**config.mk**
```make
export PLATFORM = sky130hd
export DESIGN_NAME = mem_arbiter_flat
export DESIGN_NICKNAME = d
export VERILOG_FILES = /design/src/rtl/mem_arbiter_if.sv /design/src/rtl/mem_arbiter.sv /design/src/flat_wrapper.sv
export SDC_FILE = /design/constraint.sdc
export NUM_CORES = 1
export LEC_CHECK = 0
export ABC_AREA = 0
export BUFFER_PORTS_ARGS = -buffer_cell sky130_fd_sc_hd__buf_2
export CAP_MARGIN = 20
export CORE_MARGIN = 1
export CORE_UTILIZATION = 52
export CTS_BUF_LIST = sky130_fd_sc_hd__clkbuf_4 sky130_fd_sc_hd__clkbuf_8
export CTS_CLUSTER_DIAMETER = 40
export DETAILED_ROUTE_END_ITERATION = 6
export PLACE_DENSITY = 0.88
export SYNTH_ARGS = -nofsm -noshare
export SYNTH_HDL_FRONTEND = slang
export SYNTH_SLANG_ARGS = --single-unit
```
**constraint.sdc**
```tcl
create_clock -name clk -period 4 [get_ports clk]
set_clock_uncertainty 0.15 [all_clocks]
set_input_delay 0.4 -clock clk [delete_from_list [all_inputs] [get_ports clk]]
set_output_delay 0.4 -clock clk [all_outputs]
set_load 0.05 [all_outputs]
```
**src/rtl/mem_arbiter_if.sv**
```systemverilog
// Bus bundle between the IF/EX requesters, the memory arbiter and the memory macro.
// The slave modport is the arbiter's view; the master modport is the view of the
// surrounding environment (requesters plus memory).
interface mem_arbiter_if #(
  parameter int WORD   = 32,
  parameter int W_ADDR = 32
);
  // Instruction-fetch read port
  logic              if_req;
  logic [W_ADDR-1:0] if_addr;
  logic              if_ack;
  logic [WORD-1:0]   if_rdata;

  // Execute-stage load/store port
  logic              ex_req;
  logic              ex_we;
  logic [W_ADDR-1:0] ex_addr;
  logic [WORD-1:0]   ex_wdata;
  logic              ex_ack;
  logic [WORD-1:0]   ex_rdata;

  // Memory macro port
  logic              mem_req;
  logic              mem_we;
  logic [W_ADDR-1:0] mem_addr;
  logic [WORD-1:0]   mem_wdata;
  logic [WORD-1:0]   mem_rdata;
  logic              mem_rdy;

  // Arbiter status
  logic              busy;

  modport slave (
    input  if_req, if_addr,
    input  ex_req, ex_we, ex_addr, ex_wdata,
    input  mem_rdata, mem_rdy,
    output if_ack, if_rdata,
    output ex_ack, ex_rdata,
    output mem_req, mem_we, mem_addr, mem_wdata,
    output busy
  );

  modport master (
    output if_req, if_addr,
    output ex_req, ex_we, ex_addr, ex_wdata,
    output mem_rdata, mem_rdy,
    input  if_ack, if_rdata,
    input  ex_ack, ex_rdata,
    input  mem_req, mem_we, mem_addr, mem_wdata,
    input  busy
  );
endinterface

```
**src/rtl/mem_arbiter.sv**
```systemverilog
// Single-port memory arbiter between instruction fetch (IF) and the execute stage
// load/store path (EX). One transaction in flight, EX has priority over IF, and a
// starvation counter forces an IF grant after STARVE_MAX contested EX grants.
// Every output is a flop or a decode of flops only; no input reaches an output
// combinationally.
module mem_arbiter #(
  parameter int WORD       = 32,
  parameter int W_ADDR     = 32,
  parameter int STARVE_MAX = 4,
  parameter int W_STARVE   = 3
) (
  input  logic          clk,
  input  logic          rst,
  mem_arbiter_if.slave  bus
);

  typedef enum logic [1:0] {
    IDLE   = 2'd0,
    GNT_IF = 2'd1,
    GNT_EX = 2'd2,
    DONE   = 2'd3
  } state_t;

  localparam logic [W_STARVE-1:0] STARVE_LIM = W_STARVE'(STARVE_MAX);

  state_t              state_reg,      state_next;
  logic                owner_ex_reg,   owner_ex_next;   // 1 = current/last grant is EX
  logic                mem_req_reg,    mem_req_next;
  logic                mem_we_reg,     mem_we_next;
  logic [W_ADDR-1:0]   mem_addr_reg,   mem_addr_next;
  logic [WORD-1:0]     mem_wdata_reg,  mem_wdata_next;
  logic [WORD-1:0]     if_rdata_reg,   if_rdata_next;
  logic [WORD-1:0]     ex_rdata_reg,   ex_rdata_next;
  logic [W_STARVE-1:0] starve_cnt_reg, starve_cnt_next;

  logic if_blocked;

  // IF wins a contested round only once EX has taken STARVE_MAX of them in a row.
  assign if_blocked = ~(bus.if_req & (starve_cnt_reg == STARVE_LIM));

  // Next-state, bus capture and starvation bookkeeping.
  always_comb begin
    state_next      = state_reg;
    owner_ex_next   = owner_ex_reg;
    mem_req_next    = mem_req_reg;
    mem_we_next     = mem_we_reg;
    mem_addr_next   = mem_addr_reg;
    mem_wdata_next  = mem_wdata_reg;
    if_rdata_next   = if_rdata_reg;
    ex_rdata_next   = ex_rdata_reg;
    starve_cnt_next = starve_cnt_reg;

    case (state_reg)
      IDLE: begin
        if (bus.ex_req && if_blocked) begin
          state_next     = GNT_EX;
          owner_ex_next  = 1'b1;
          mem_req_next   = 1'b1;
          mem_we_next    = bus.ex_we;
          mem_addr_next  = bus.ex_addr;
          mem_wdata_next = bus.ex_wdata;
          // Only a grant that actually made IF wait counts towards starvation.
          if (bus.if_req) begin
            if (starve_cnt_reg != STARVE_LIM) begin
              starve_cnt_next = starve_cnt_reg + 1'b1;
            end
          end else begin
            starve_cnt_next = '0;
          end
        end else if (bus.if_req) begin
          state_next      = GNT_IF;
          owner_ex_next   = 1'b0;
          mem_req_next    = 1'b1;
          mem_we_next     = 1'b0;
          mem_addr_next   = bus.if_addr;
          mem_wdata_next  = '0;
          starve_cnt_next = '0;
        end
      end

      GNT_IF: begin
        if (bus.mem_rdy) begin
          state_next    = DONE;
          mem_req_next  = 1'b0;
          if_rdata_next = bus.mem_rdata;
        end
      end

      GNT_EX: begin
        if (bus.mem_rdy) begin
          state_next   = DONE;
          mem_req_next = 1'b0;
          // Stores leave the last load result untouched.
          if (!mem_we_reg) begin
            ex_rdata_next = bus.mem_rdata;
          end
        end
      end

      DONE: begin
        state_next = IDLE;
      end

      default: begin
        state_next = IDLE;
      end
    endcase
  end

  // State and datapath registers with synchronous reset; reset abandons any transaction.
  always_ff @(posedge clk) begin
    if (rst) begin
      state_reg      <= IDLE;
      owner_ex_reg   <= 1'b0;
      mem_req_reg    <= 1'b0;
      mem_we_reg     <= 1'b0;
      mem_addr_reg   <= '0;
      mem_wdata_reg  <= '0;
      if_rdata_reg   <= '0;
      ex_rdata_reg   <= '0;
      starve_cnt_reg <= '0;
    end else begin
      state_reg      <= state_next;
      owner_ex_reg   <= owner_ex_next;
      mem_req_reg    <= mem_req_next;
      mem_we_reg     <= mem_we_next;
      mem_addr_reg   <= mem_addr_next;
      mem_wdata_reg  <= mem_wdata_next;
      if_rdata_reg   <= if_rdata_next;
      ex_rdata_reg   <= ex_rdata_next;
      starve_cnt_reg <= starve_cnt_next;
    end
  end

  // Acks are a one-cycle decode of DONE, steered by the recorded owner.
  assign bus.if_ack    = (state_reg == DONE) & ~owner_ex_reg;
  assign bus.ex_ack    = (state_reg == DONE) &  owner_ex_reg;
  assign bus.if_rdata  = if_rdata_reg;
  assign bus.ex_rdata  = ex_rdata_reg;
  assign bus.mem_req   = mem_req_reg;
  assign bus.mem_we    = mem_we_reg;
  assign bus.mem_addr  = mem_addr_reg;
  assign bus.mem_wdata = mem_wdata_reg;
  assign bus.busy      = (state_reg != IDLE);

endmodule

```
**src/flat_wrapper.sv**
```systemverilog
// flat-port wrapper written by rule: the top's interface ports become plain ports
module mem_arbiter_flat 
#(
  parameter int WORD       = 32,
  parameter int W_ADDR     = 32,
  parameter int STARVE_MAX = 4,
  parameter int W_STARVE   = 3
)
  (clk, rst, bus_if_req, bus_if_addr, bus_ex_req, bus_ex_we, bus_ex_addr, bus_ex_wdata, bus_mem_rdata, bus_mem_rdy, bus_if_ack, bus_if_rdata, bus_ex_ack, bus_ex_rdata, bus_mem_req, bus_mem_we, bus_mem_addr, bus_mem_wdata, bus_busy);
  mem_arbiter_if #(.WORD(WORD), .W_ADDR(W_ADDR)) bus_i ();
  input  logic clk;
  input  logic rst;
  input wire logic [$bits(bus_i.if_req)-1:0] bus_if_req;
  input wire logic [$bits(bus_i.if_addr)-1:0] bus_if_addr;
  input wire logic [$bits(bus_i.ex_req)-1:0] bus_ex_req;
  input wire logic [$bits(bus_i.ex_we)-1:0] bus_ex_we;
  input wire logic [$bits(bus_i.ex_addr)-1:0] bus_ex_addr;
  input wire logic [$bits(bus_i.ex_wdata)-1:0] bus_ex_wdata;
  input wire logic [$bits(bus_i.mem_rdata)-1:0] bus_mem_rdata;
  input wire logic [$bits(bus_i.mem_rdy)-1:0] bus_mem_rdy;
  output wire logic [$bits(bus_i.if_ack)-1:0] bus_if_ack;
  output wire logic [$bits(bus_i.if_rdata)-1:0] bus_if_rdata;
  output wire logic [$bits(bus_i.ex_ack)-1:0] bus_ex_ack;
  output wire logic [$bits(bus_i.ex_rdata)-1:0] bus_ex_rdata;
  output wire logic [$bits(bus_i.mem_req)-1:0] bus_mem_req;
  output wire logic [$bits(bus_i.mem_we)-1:0] bus_mem_we;
  output wire logic [$bits(bus_i.mem_addr)-1:0] bus_mem_addr;
  output wire logic [$bits(bus_i.mem_wdata)-1:0] bus_mem_wdata;
  output wire logic [$bits(bus_i.busy)-1:0] bus_busy;
  assign bus_i.if_req = bus_if_req;
  assign bus_i.if_addr = bus_if_addr;
  assign bus_i.ex_req = bus_ex_req;
  assign bus_i.ex_we = bus_ex_we;
  assign bus_i.ex_addr = bus_ex_addr;
  assign bus_i.ex_wdata = bus_ex_wdata;
  assign bus_i.mem_rdata = bus_mem_rdata;
  assign bus_i.mem_rdy = bus_mem_rdy;
  assign bus_if_ack = bus_i.if_ack;
  assign bus_if_rdata = bus_i.if_rdata;
  assign bus_ex_ack = bus_i.ex_ack;
  assign bus_ex_rdata = bus_i.ex_rdata;
  assign bus_mem_req = bus_i.mem_req;
  assign bus_mem_we = bus_i.mem_we;
  assign bus_mem_addr = bus_i.mem_addr;
  assign bus_mem_wdata = bus_i.mem_wdata;
  assign bus_busy = bus_i.busy;
  mem_arbiter #(.WORD(WORD), .W_ADDR(W_ADDR), .STARVE_MAX(STARVE_MAX), .W_STARVE(W_STARVE)) u_core (.clk(clk), .rst(rst), .bus(bus_i));
endmodule
```
-- Word-level counts from Yosys, hierarchy flattened
Index checks and enable logic that the tools add are counted.
- flip-flop bits (word level): 136
- input port bits: 134
- output and inout port bits: 133
- logic and storage cells: 55
- $add $sub $neg: 1
- eq/ne operators: 8
- multiplexer cells: 19
- bitwise operators: 6
- reduce and logical (&&, ||, !) cells: 12
- operators with widths (kind ; number):
    32-bit two-way mux ; 4
    3-bit two-way mux ; 4
    3-bit AND reduction ; 3
    1-bit two-way mux ; 6
    2-bit two-way mux ; 3
    3-bit inequality test, second input constant ; 2
    2-bit case mux with 3 select lines ; 1
    2-bit AND reduction ; 3
    2-bit nonzero test ; 3
    2-bit == test, second input constant ; 2
    3-bit by 1-bit adder with 3-bit output, second input constant ; 1
    1-bit bitwise AND ; 3
    3-bit == test, second input constant ; 1
    3-bit by 2-bit inequality test with 1-bit output, second input constant ; 1
    1-bit inverter ; 3
    2-bit by 1-bit == test with 1-bit output, second input constant ; 1
    2-bit logical NOT ; 1
    2-bit by 1-bit inequality test with 1-bit output, second input constant ; 1
    1-bit case mux with 2 select lines ; 1
    2-bit OR reduction ; 1
    1-bit logical AND ; 1

-- Longest topological paths before layout
Gate-level depths: netlist (run 1).
- depth after elaboration: 6
- gate-level depth with buffers: 8
- gate-level depth less buffers: 5

-- Worst setup path before layout (run 1)
OpenSTA, ideal clock, no wires.
- kind: register to output
- start: register u_core.state_reg[0]
- end: output port bus_if_ack
- arrival: 1249 ps
- required time: 3450 ps
- setup slack: 2201 ps
- cell stages (with the launch flop): 3
- buffers on the path: 0
- cell sequence: dfxtp_1 ha_1 nor2b_1
- longest elaborated chain between the ends: 2
- ends and longest elaborated chain (what ; RTL line ; source):
    from (decl) ; mem_arbiter.sv:26 ; state_t state_reg, state_next;
    from (signal assigned) ; mem_arbiter.sv:123 ; state_reg <= state_next;
    2-bit == test ; mem_arbiter.sv:136 ; assign bus.if_ack = (state_reg == DONE) & ~owner_ex_reg;
    1-bit bitwise AND ; mem_arbiter.sv:136 ;
    to (decl) ; flat_wrapper.sv:21 ; output wire logic [$bits(bus_i.if_ack)-1:0] bus_if_ack;
Every way passes these cells.

-- Worst setup path in the final report (run 1)
- start: register u_core.state_reg[1]
- end: register u_core.mem_addr_reg[10], in the netlist u_core.bus.mem_addr[10]
- longest elaborated chain between the ends: 2
- ends and longest elaborated chain (what ; RTL line ; source):
    2-bit logical NOT ; mem_arbiter.sv:53 ; case (state_reg)
    2-bit AND reduction (no line) ; -- ;
    to (signal assigned) ; mem_arbiter.sv:127 ; mem_addr_reg <= mem_addr_next;
    to (decl) ; mem_arbiter.sv:30 ; logic [W_ADDR-1:0] mem_addr_reg, mem_addr_next;
Every way passes these cells.
A chain may end at the register's enable or synchronous reset.

==> impl_metrics.csv, run 1 <==
group,metric,value,unit
timing,period_share,0.608,
worst_hold_path,min_from,"bus_mem_rdata[1]",
placement,dpl_cell_area,6800,um2
pwr,total_leakage_power,3.26,nW
cts,clock_latency,0.41,ns
floorplan,start_util,0.537,
critical_path,reg2reg_slack,1.57,ns
route,vias,5450,
logic_synthesis,synth_edf_count,0,
worst_hold_path,hold_path_class,"in2reg",
critical_path,start_kind,"register",
timing,rsz0062_at_grt,"false",
global_route,overflow,0,
route,viasPerCell,5.35,
outcome,status,"finished, final reports clean",
finish,drive_gt1_frac,0.386,
timing,setup_viol,0,
placement,place_congestion,0.806,
placement,port_buffers,266,
floorplan,dieArea,11100,um2
cts,cts.root.buffer_cell,"clkbuf_8",
worst_hold_path,whs_endpoint,"u_core.bus.ex_rdata[1]",
logic_synthesis,synthArstFlopShare,0,
cts,clockBufferDepth,2,
timing,tightest_slew,0.953,ns
finish,diodes,0,
critical_path,critPathMaxFanout,34,
timing,tns,0,ns
cts,cts_tree,"built",
critical_path,endpoint_kind,"register",
route,detail_route.wl_per_cell,15.0,um
route,drt_iter0_drc,280,
cts,clk_pin_slew_worst_paths,0.09,ns
critical_path,timing.rr.end,"u_core.bus.mem_addr[10]",
placement,placedCellCount,986,
critical_path,max_stage_delay,0.68,ns
critical_path,r2r_start,"u_core.state_reg[1]",
floorplan,fp-row-count,37,
finish,fin_util,0.701,
critical_path,worstRegToRegCells,6,
cts,postCtsSetupBuffers,0,
timing,fin_ws,1.57,ns
global_route,grt_antenna_before_repair,0,
timing,relSlewSlack,0.364,
floorplan,fp.dieW,105,um
logic_synthesis,synth.yosys.seq_area_share,0.489,
route,wirelength,15300,um
flow_run,cap_violations,0,
timing,slew_viol_final,0,
logic_synthesis,syn_inst,638,
timing,holdWs,0.0716,ns
critical_path,crit_required,4.18,ns
critical_path,criticalPathCategory,"reg2reg",
timing,hold_violations,0,
logic_synthesis,synth.most_common_cell,"dfxtp_1",
critical_path,cp_slowest_cell,"o21a_2",
logic_synthesis,synth_cell_types,35,
cts,htreeDepth,4,
timing,period_minus_slack,2.43,ns
logic_synthesis,synth_top_area_frac,0.489,
worst_hold_path,hold_depth,3,
global_route,grt_start_max_net_pins,73,
logic_synthesis,synthTopCellsByArea,"dfxtp_1, nand2_1, a311oi_2, a21oi_1, a32oi_1",
pwr,power.density,713,nW/um2
global_route,track_usage,0.271,
logic_synthesis,yosys.area.top_type,"dfxtp_1",
finish,fin_area,7270,um2
critical_path,crit_family,"compound AO/OA/AOI/OAI gates",
placement,pre_cts_ws,1.57,ns
timing,fmax,411,MHz
critical_path,crit_path_cell_trace,"inv_1 -> ha_1 -> o21a_2 -> buf_4 -> nor2_1 -> a311oi_2",
floorplan,io_pins,267,
cts,cts_hold_buffers,0,
route,drc_errors,0,
finish,layout.nets,1012,
finish,syn_to_final_growth,30.6,%
global_route,first_global_vias,5121,
critical_path,timing.critical_path.buf_inv,2,
route,dr.pass1.iters,5,
placement,place_hpwl,10300,um
cts,numCtsBuffers,17,
critical_path,cp.arrival,2.61,ns
logic_synthesis,syn_area_per_cell,8.72,um2
logic_synthesis,syn_area,5570,um2
route,ant_nets,0,
floorplan,core_area,10400,um2
logic_synthesis,ys_top_cells_by_count,"dfxtp_1, nand2_1, a21oi_1, nor2_1, a32oi_1",
logic_synthesis,ys_ff_latch,136,
floorplan,die_h,105,um
finish,instances_no_fill,1019,
pwr,total_power,5.18,mW
cts,cts_resized,0,
cts,cts.sinks,136,
logic_synthesis,syn-num-nets,779,
pwr,ir_worst_vdd,0.411,mV
logic_synthesis,ys_warn_count,0,
global_route,grt_pass1_wl,24300,um
logic_synthesis,synth_ff_type,"dfxtp_1",
[tightest hold or removal path, cell delays in order]
cell and delay, ns:
buf_2 0.10, nand2_1 0.05, a21oi_1 0.05
[worst max path at each step]
stage                                   startpoint                       to  slack [ns]  cells after the start
after floorplan                u_core.state_reg[0]               bus_if_ack        2.20                      2
after CTS                      u_core.state_reg[1]  u_core.bus.mem_addr[10]        1.56                      6
after global placement                  bus_if_req   u_core.bus.mem_addr[5]        1.63                      5
after global routing      u_core.starve_cnt_reg[0]   u_core.bus.mem_addr[1]        1.36                      6
after detailed placement       u_core.state_reg[1]  u_core.bus.mem_addr[14]        1.57                      6
final                          u_core.state_reg[1]  u_core.bus.mem_addr[10]        1.57                      6
[cell families (layout without fill, tap and decap cells)]
| logic type | after synthesis | after routing | share of synthesized area |
|---|---|---|---|
| muxes | 1 | 1 | 0.00180 |
| buffers and inverters | 70 | 315 | 0.0674 |
| and+or+nand+nor | 246 | 246 | 0.182 |
| adders and majority gates | 7 | 7 | 0.0157 |
| AOI/OAI and AO/OA | 178 | 178 | 0.243 |
| DFF | 136 | 136 | 0.489 |
[layout by cell type, fill, tap and decap left out, types with 3 or more instances in the layout]
master      instances
a21oi_1            68
dfxtp_1           136
and2_1              3
nor2_1             66
clkinvlp_4          4
clkbuf_8           18
nand3_1            32
o21ai_0             4
inv_1               8
buf_2             265
a32oi_1            33
inv_6               4
a311oi_2           29
o21ai_1            30
a311oi_1            3
ha_1                7
bufinv_16           3
buf_4               8
nand2_1           133
[final cells by class]
type | instances | area (um2)
multi-input combinational | 432 | 2470
clock inverter | 13 | 169
clock buffer | 18 | 248
inverter | 8 | 30.0
timing repair buffer | 276 | 1460
tap | 136 | 170
fill | 855 | 3100
sequential | 136 | 2720
[metal layers]
metal / wire (um) / part of all wire / vias to the layer above / global-route usage
met3: 941 / 0.061 / 30 / 0.0686
met2: 7600 / 0.50 / 204 / 0.455
li1: - / - / 2694 / -
met4: 368 / 0.024 / 0 / 0.108
met1: 6400 / 0.42 / 2522 / 0.333
met5: 0 / 0 / - / 0
[where the power goes]
part           switching [mW]  internal [mW]
Clock                   0.557          0.638
Sequential              0.133           1.62
Combinational            1.65          0.594
Total                    2.34           2.85
Note: power is estimated with default switching activity, not from simulation.
==> run 2: changes to the inputs <==
- CORE_UTILIZATION: 52 -> 48
- PLACE_DENSITY: 0.88 -> 0.83
- clock period: 4 -> 2.41 ns (I/O delays scaled with it)
==> impl_metrics.csv, run 2 (synthesis results as in run 1) <==
group,metric,value,unit
outcome,status,"finished, final reports clean",
timing,period_minus_slack,2.30,ns
floorplan,die_h,110,um
timing,slew_viol_final,0,
critical_path,crit_path_cell_trace,"inv_1 -> ha_2 -> and3_4 -> o21ai_1 -> a311oi_2 -> dlygate4sd3_1",
pwr,total_leakage_power,3.82,nW
cts,cts.root.buffer_cell,"clkbuf_8",
cts,numCtsBuffers,17,
floorplan,io_pins,267,
global_route,grt_util_met3,0.165,
cts,clockBufferDepth,2,
timing,fmax,436,MHz
critical_path,max_stage_delay,0.59,ns
pwr,ir_worst_vdd,0.781,mV
global_route,grt_pass1_wl,32000,um
placement,pre_cts_ws,0.395,ns
floorplan,start_util,0.502,
critical_path,cp_slowest_cell,"dlygate4sd3_1",
timing,setup_viol,0,
timing,period_share,0.953,
floorplan,fp-row-count,38,
route,ant_nets,0,
global_route,overflow,0,
route,dr.pass1.iters,5,
placement,place_hpwl,10400,um
timing,tns,0,ns
global_route,track_usage,0.354,
timing,tightest_slew,1.03,ns
global_route,busiest_layer,"met2",
timing,holdWs,0.0974,ns
cts,clock_latency,0.43,ns
global_route,grt_start_max_net_pins,81,
route,wirelength,20800,um
floorplan,core_area,11100,um2
finish,syn_to_final_growth,55.0,%
cts,cts_tree,"built",
timing,relSlewSlack,0.314,
route,vias,6486,
timing,hold_violations,0,
placement,port_buffers,266,
finish,drive_gt1_frac,0.343,
critical_path,critPathMaxFanout,11,
flow_run,cap_violations,0,
critical_path,criticalPathCategory,"reg2reg",
global_route,first_global_vias,6278,
cts,postCtsSetupBuffers,0,
critical_path,start_kind,"register",
route,drc_errors,0,
critical_path,endpoint_kind,"register",
finish,layout.nets,1147,
worst_hold_path,hold_path_class,"in2reg",
global_route,met1_usage,0.368,
floorplan,dieArea,12000,um2
cts,cts.sinks,136,
cts,htreeDepth,4,
cts,clk_pin_slew_worst_paths,0.08,ns
route,drt_iter0_drc,689,
global_route,grt_antenna_before_repair,3,
timing,rsz0062_at_grt,"false",
finish,final_cell_mix,"buf_2, dfxtp_1, nand2_1, dlygate4sd3_1, a21oi_1",
route,viasPerCell,5.58,
critical_path,crit_required,2.64,ns
route,detail_route.wl_per_cell,17.9,um
floorplan,fp.dieW,110,um
placement,place_congestion,0.817,
global_route,use_met2,0.565,
finish,layout_commonest_cell,"buf_2",
pwr,power.density,1030,nW/um2
timing,fin_ws,0.114,ns
critical_path,cp.arrival,2.52,ns
==> run 2: stage by stage <==
stage / util / total power, mW / instances / cell area, um2
detailed placement: 0.624 / 6.71 / 996 / 6910
floorplan: - / 5.92 / 638 / 5570
finish: 0.779 / 8.85 / 1162 / 8620
global placement: 0.624 / 6.65 / 996 / 6910
global route: 0.778 / 9.29 / 1160 / 8620
CTS: 0.774 / 8.66 / 1157 / 8580
==> run 2: routing by layer <==
metal / wire [um] / vias to the layer above
met3: 1840 / 100
met4: 1010 / 2
li1: - / 2979
met1: 7570 / 3013
met5: 13 / -
met2: 10400 / 392
==> run 2: what timing repair did <==
item                                   4_1_cts  5_1_grt
hold buffers                               129        0
setup endpoints to repair                    0        6
endpoints found under the hold margin      129        0
gates resized for setup                      0        5
==> run 2: where the power goes <==
| part | switching, mW | internal (mW) |
|---|---|---|
| Combinational | 2.92 | 1.21 |
| Sequential | 0.250 | 2.68 |
| Clock | 0.894 | 0.889 |
| Total | 4.06 | 4.79 |
==> run 2: layout make-up <==
type | instances | area, um2
multi-input combinational | 434 | 2510
tap | 140 | 175
antenna | 3 | 7.51
timing repair buffer | 409 | 2810
inverter | 8 | 30.0
fill | 700 | 2450
clock inverter | 11 | 98.8
sequential | 136 | 2720
clock buffer | 21 | 277
==> run 2: final timing paths <==
path | start | endpoint | slack [ns] | depth (start not counted)
worst max-delay path | u_core.starve_cnt_reg[0] | u_core.bus.mem_addr[23] | 0.11 | 6
worst min-delay path | bus_mem_rdy | u_core.bus.mem_req | 0.1 | 4
worst max register to register | u_core.starve_cnt_reg[0] | u_core.bus.mem_addr[23] | 0.11 | 6
worst min register to register | u_core.bus.if_rdata[29] | u_core.bus.if_rdata[29] | 0.30 | 2
==> run 2: critical path: cells and delay by family (launching register included) <==
family	cells	cell delay [ns]
AOI/OAI and AO/OA	2	0.47
buffers and inverters	2	0.67
DFF	1	0.33
and+or+nand+nor	1	0.32
adders and majority gates	1	0.30
==> run 3: changes to the inputs <==
- CORE_UTILIZATION: 48 -> 52
- PLACE_DENSITY: 0.83 -> 0.88
- clock period: 2.41 -> 2.95 ns (I/O delays scaled with it)
==> impl_metrics.csv, run 3 (synthesis results as in run 1) <==
group,metric,value,unit
timing,tns,0,ns
finish,fin_area,8020,um2
global_route,grt_pass1_wl,28600,um
timing,holdWs,0.0244,ns
route,drt_iter0_drc,385,
global_route,grt_antenna_before_repair,0,
cts,clock_latency,0.42,ns
critical_path,crit_required,3.16,ns
critical_path,start_kind,"register",
placement,port_buffers,266,
placement,place_congestion,0.815,
finish,diodes,0,
pwr,p_int,4.10,mW
critical_path,worstRegToRegCells,6,
cts,numCtsBuffers,17,
cts,clockBufferDepth,2,
placement,dpl_cell_area,6840,um2
critical_path,crit_start,"u_core.starve_cnt_reg[0]",
global_route,grt_start_max_net_pins,65,
timing,fin_ws,0.378,ns
floorplan,core_area,10400,um2
pwr,power.density,919,nW/um2
cts,cts.sinks,136,
global_route,overflow,0,
floorplan,io_pins,267,
pwr,p_switching,3.27,mW
finish,layout_commonest_cell,"buf_2",
critical_path,reg2reg_slack,0.38,ns
route,drc_errors,0,
floorplan,fp-row-count,37,
route,ant_nets,0,
floorplan,dieArea,11100,um2
finish,nFillCells,683,
critical_path,endpoint_kind,"register",
critical_path,r2r_start,"u_core.starve_cnt_reg[0]",
route,viasPerCell,5.56,
cts,htreeDepth,4,
floorplan,start_util,0.537,
critical_path,timing.rr.end,"u_core.bus.mem_addr[19]",
pwr,total_leakage_power,3.59,nW
floorplan,fp.dieW,105,um
timing,rsz0062_at_grt,"false",
pwr,combPwrFrac,0.432,
finish,syn_to_final_growth,44.1,%
finish,layout.nets,1084,
critical_path,cp.arrival,2.78,ns
global_route,track_usage,0.323,
flow_run,cap_violations,0,
cts,clk_pin_slew_worst_paths,0.08,ns
floorplan,die_h,105,um
worst_hold_path,hold_depth,3,
pwr,switching_share,0.444,
timing,relSlewSlack,0.524,
critical_path,critPathMaxFanout,32,
timing,hold_violations,0,
route,wirelength,18300,um
global_route,first_global_vias,5955,
finish,drive_gt1_frac,0.360,
timing,period_share,0.872,
timing,fmax,389,MHz
pwr,ir_worst_vdd,0.534,mV
timing,setup_viol,0,
timing,period_minus_slack,2.57,ns
cts,cts.root.buffer_cell,"clkbuf_8",
timing,tightest_slew,0.715,ns
route,dr.pass1.iters,7,
placement,place_hpwl,10400,um
timing,slew_viol_final,0,
route,detail_route.wl_per_cell,16.8,um
outcome,status,"finished, final reports clean",
finish,final_cell_mix,"buf_2, dfxtp_1, nand2_1, dlygate4sd3_1, a21oi_1",
cts,cts_tree,"built",
pwr,p_clk_frac,0.244,
pwr,p_seq_frac,0.323,
route,vias,6061,
critical_path,criticalPathCategory,"reg2reg",
worst_hold_path,hold_path_class,"in2reg",
critical_path,worstSetupEndpoint,"u_core.bus.mem_addr[19]",
placement,pre_cts_ws,0.841,ns
run 3: power by group through the flow:
stage | registers (mW) | clock network, mW | logic [mW]
after CTS | 2.37 | 1.81 | 3.12
after floorplan | 3.56 | 0 | 1.27
after global placement | 2.40 | 0 | 2.99
after global routing | 2.42 | 1.89 | 3.36
after detailed placement | 2.41 | 0 | 3.03
final | 2.38 | 1.80 | 3.19
run 3: worst min path at each step:
stage,start,end
after floorplan,bus_mem_rdata[0],u_core.bus.if_rdata[0]
after global placement,u_core.bus.ex_rdata[24],u_core.bus.ex_rdata[24]
after detailed placement,u_core.bus.if_rdata[4],u_core.bus.if_rdata[4]
after CTS,bus_ex_addr[18],u_core.bus.mem_addr[18]
after global routing,bus_if_addr[29],u_core.bus.mem_addr[29]
final,bus_ex_addr[18],u_core.bus.mem_addr[18]
run 3: final cells by class:
cell class | count | area (um2) | area share
Clock buffer | 18 | 241 | 0.0301
Clock inverter | 13 | 220 | 0.0275
Inverter | 8 | 30.0 | 0.00374
Multi-Input combinational cell | 432 | 2470 | 0.308
Sequential cell | 136 | 2720 | 0.339
Tap cell | 136 | 170 | 0.0212
Timing Repair Buffer | 348 | 2170 | 0.270
run 3: timing repair:
item                       4_1_cts  5_1_grt
hold endpoints to repair       100        0
setup buffers                    0        0
gates resized for setup          0        0
setup endpoints to repair        0        0
hold buffers                    69        0
run 3: metrics by stage:
step | total power [mW] | utilization | cells
final | 7.37 | 0.773 | 1091
after global routing | 7.67 | 0.773 | 1091
after CTS | 7.30 | 0.771 | 1090
after detailed placement | 5.44 | 0.660 | 990
after global placement | 5.38 | 0.660 | 990
after floorplan | 4.84 | - | 638
run 3: layer usage:
layer / up-vias / wire length, um / track usage
met5: - / 0 / 0
met3: 88 / 1230 / 0.0816
met2: 327 / 9350 / 0.563
li1: 2841 / - / -
met1: 2805 / 6800 / 0.355
met4: 0 / 923 / 0.189
run 3: critical path, cell delays in order (launching register included):
cell and delay, ns:
dfxtp_1 0.34, inv_1 0.08, ha_1 0.24, and3_2 0.63, o21ai_0 0.15, a311oi_1 0.31
dlygate4sd3_1 0.60
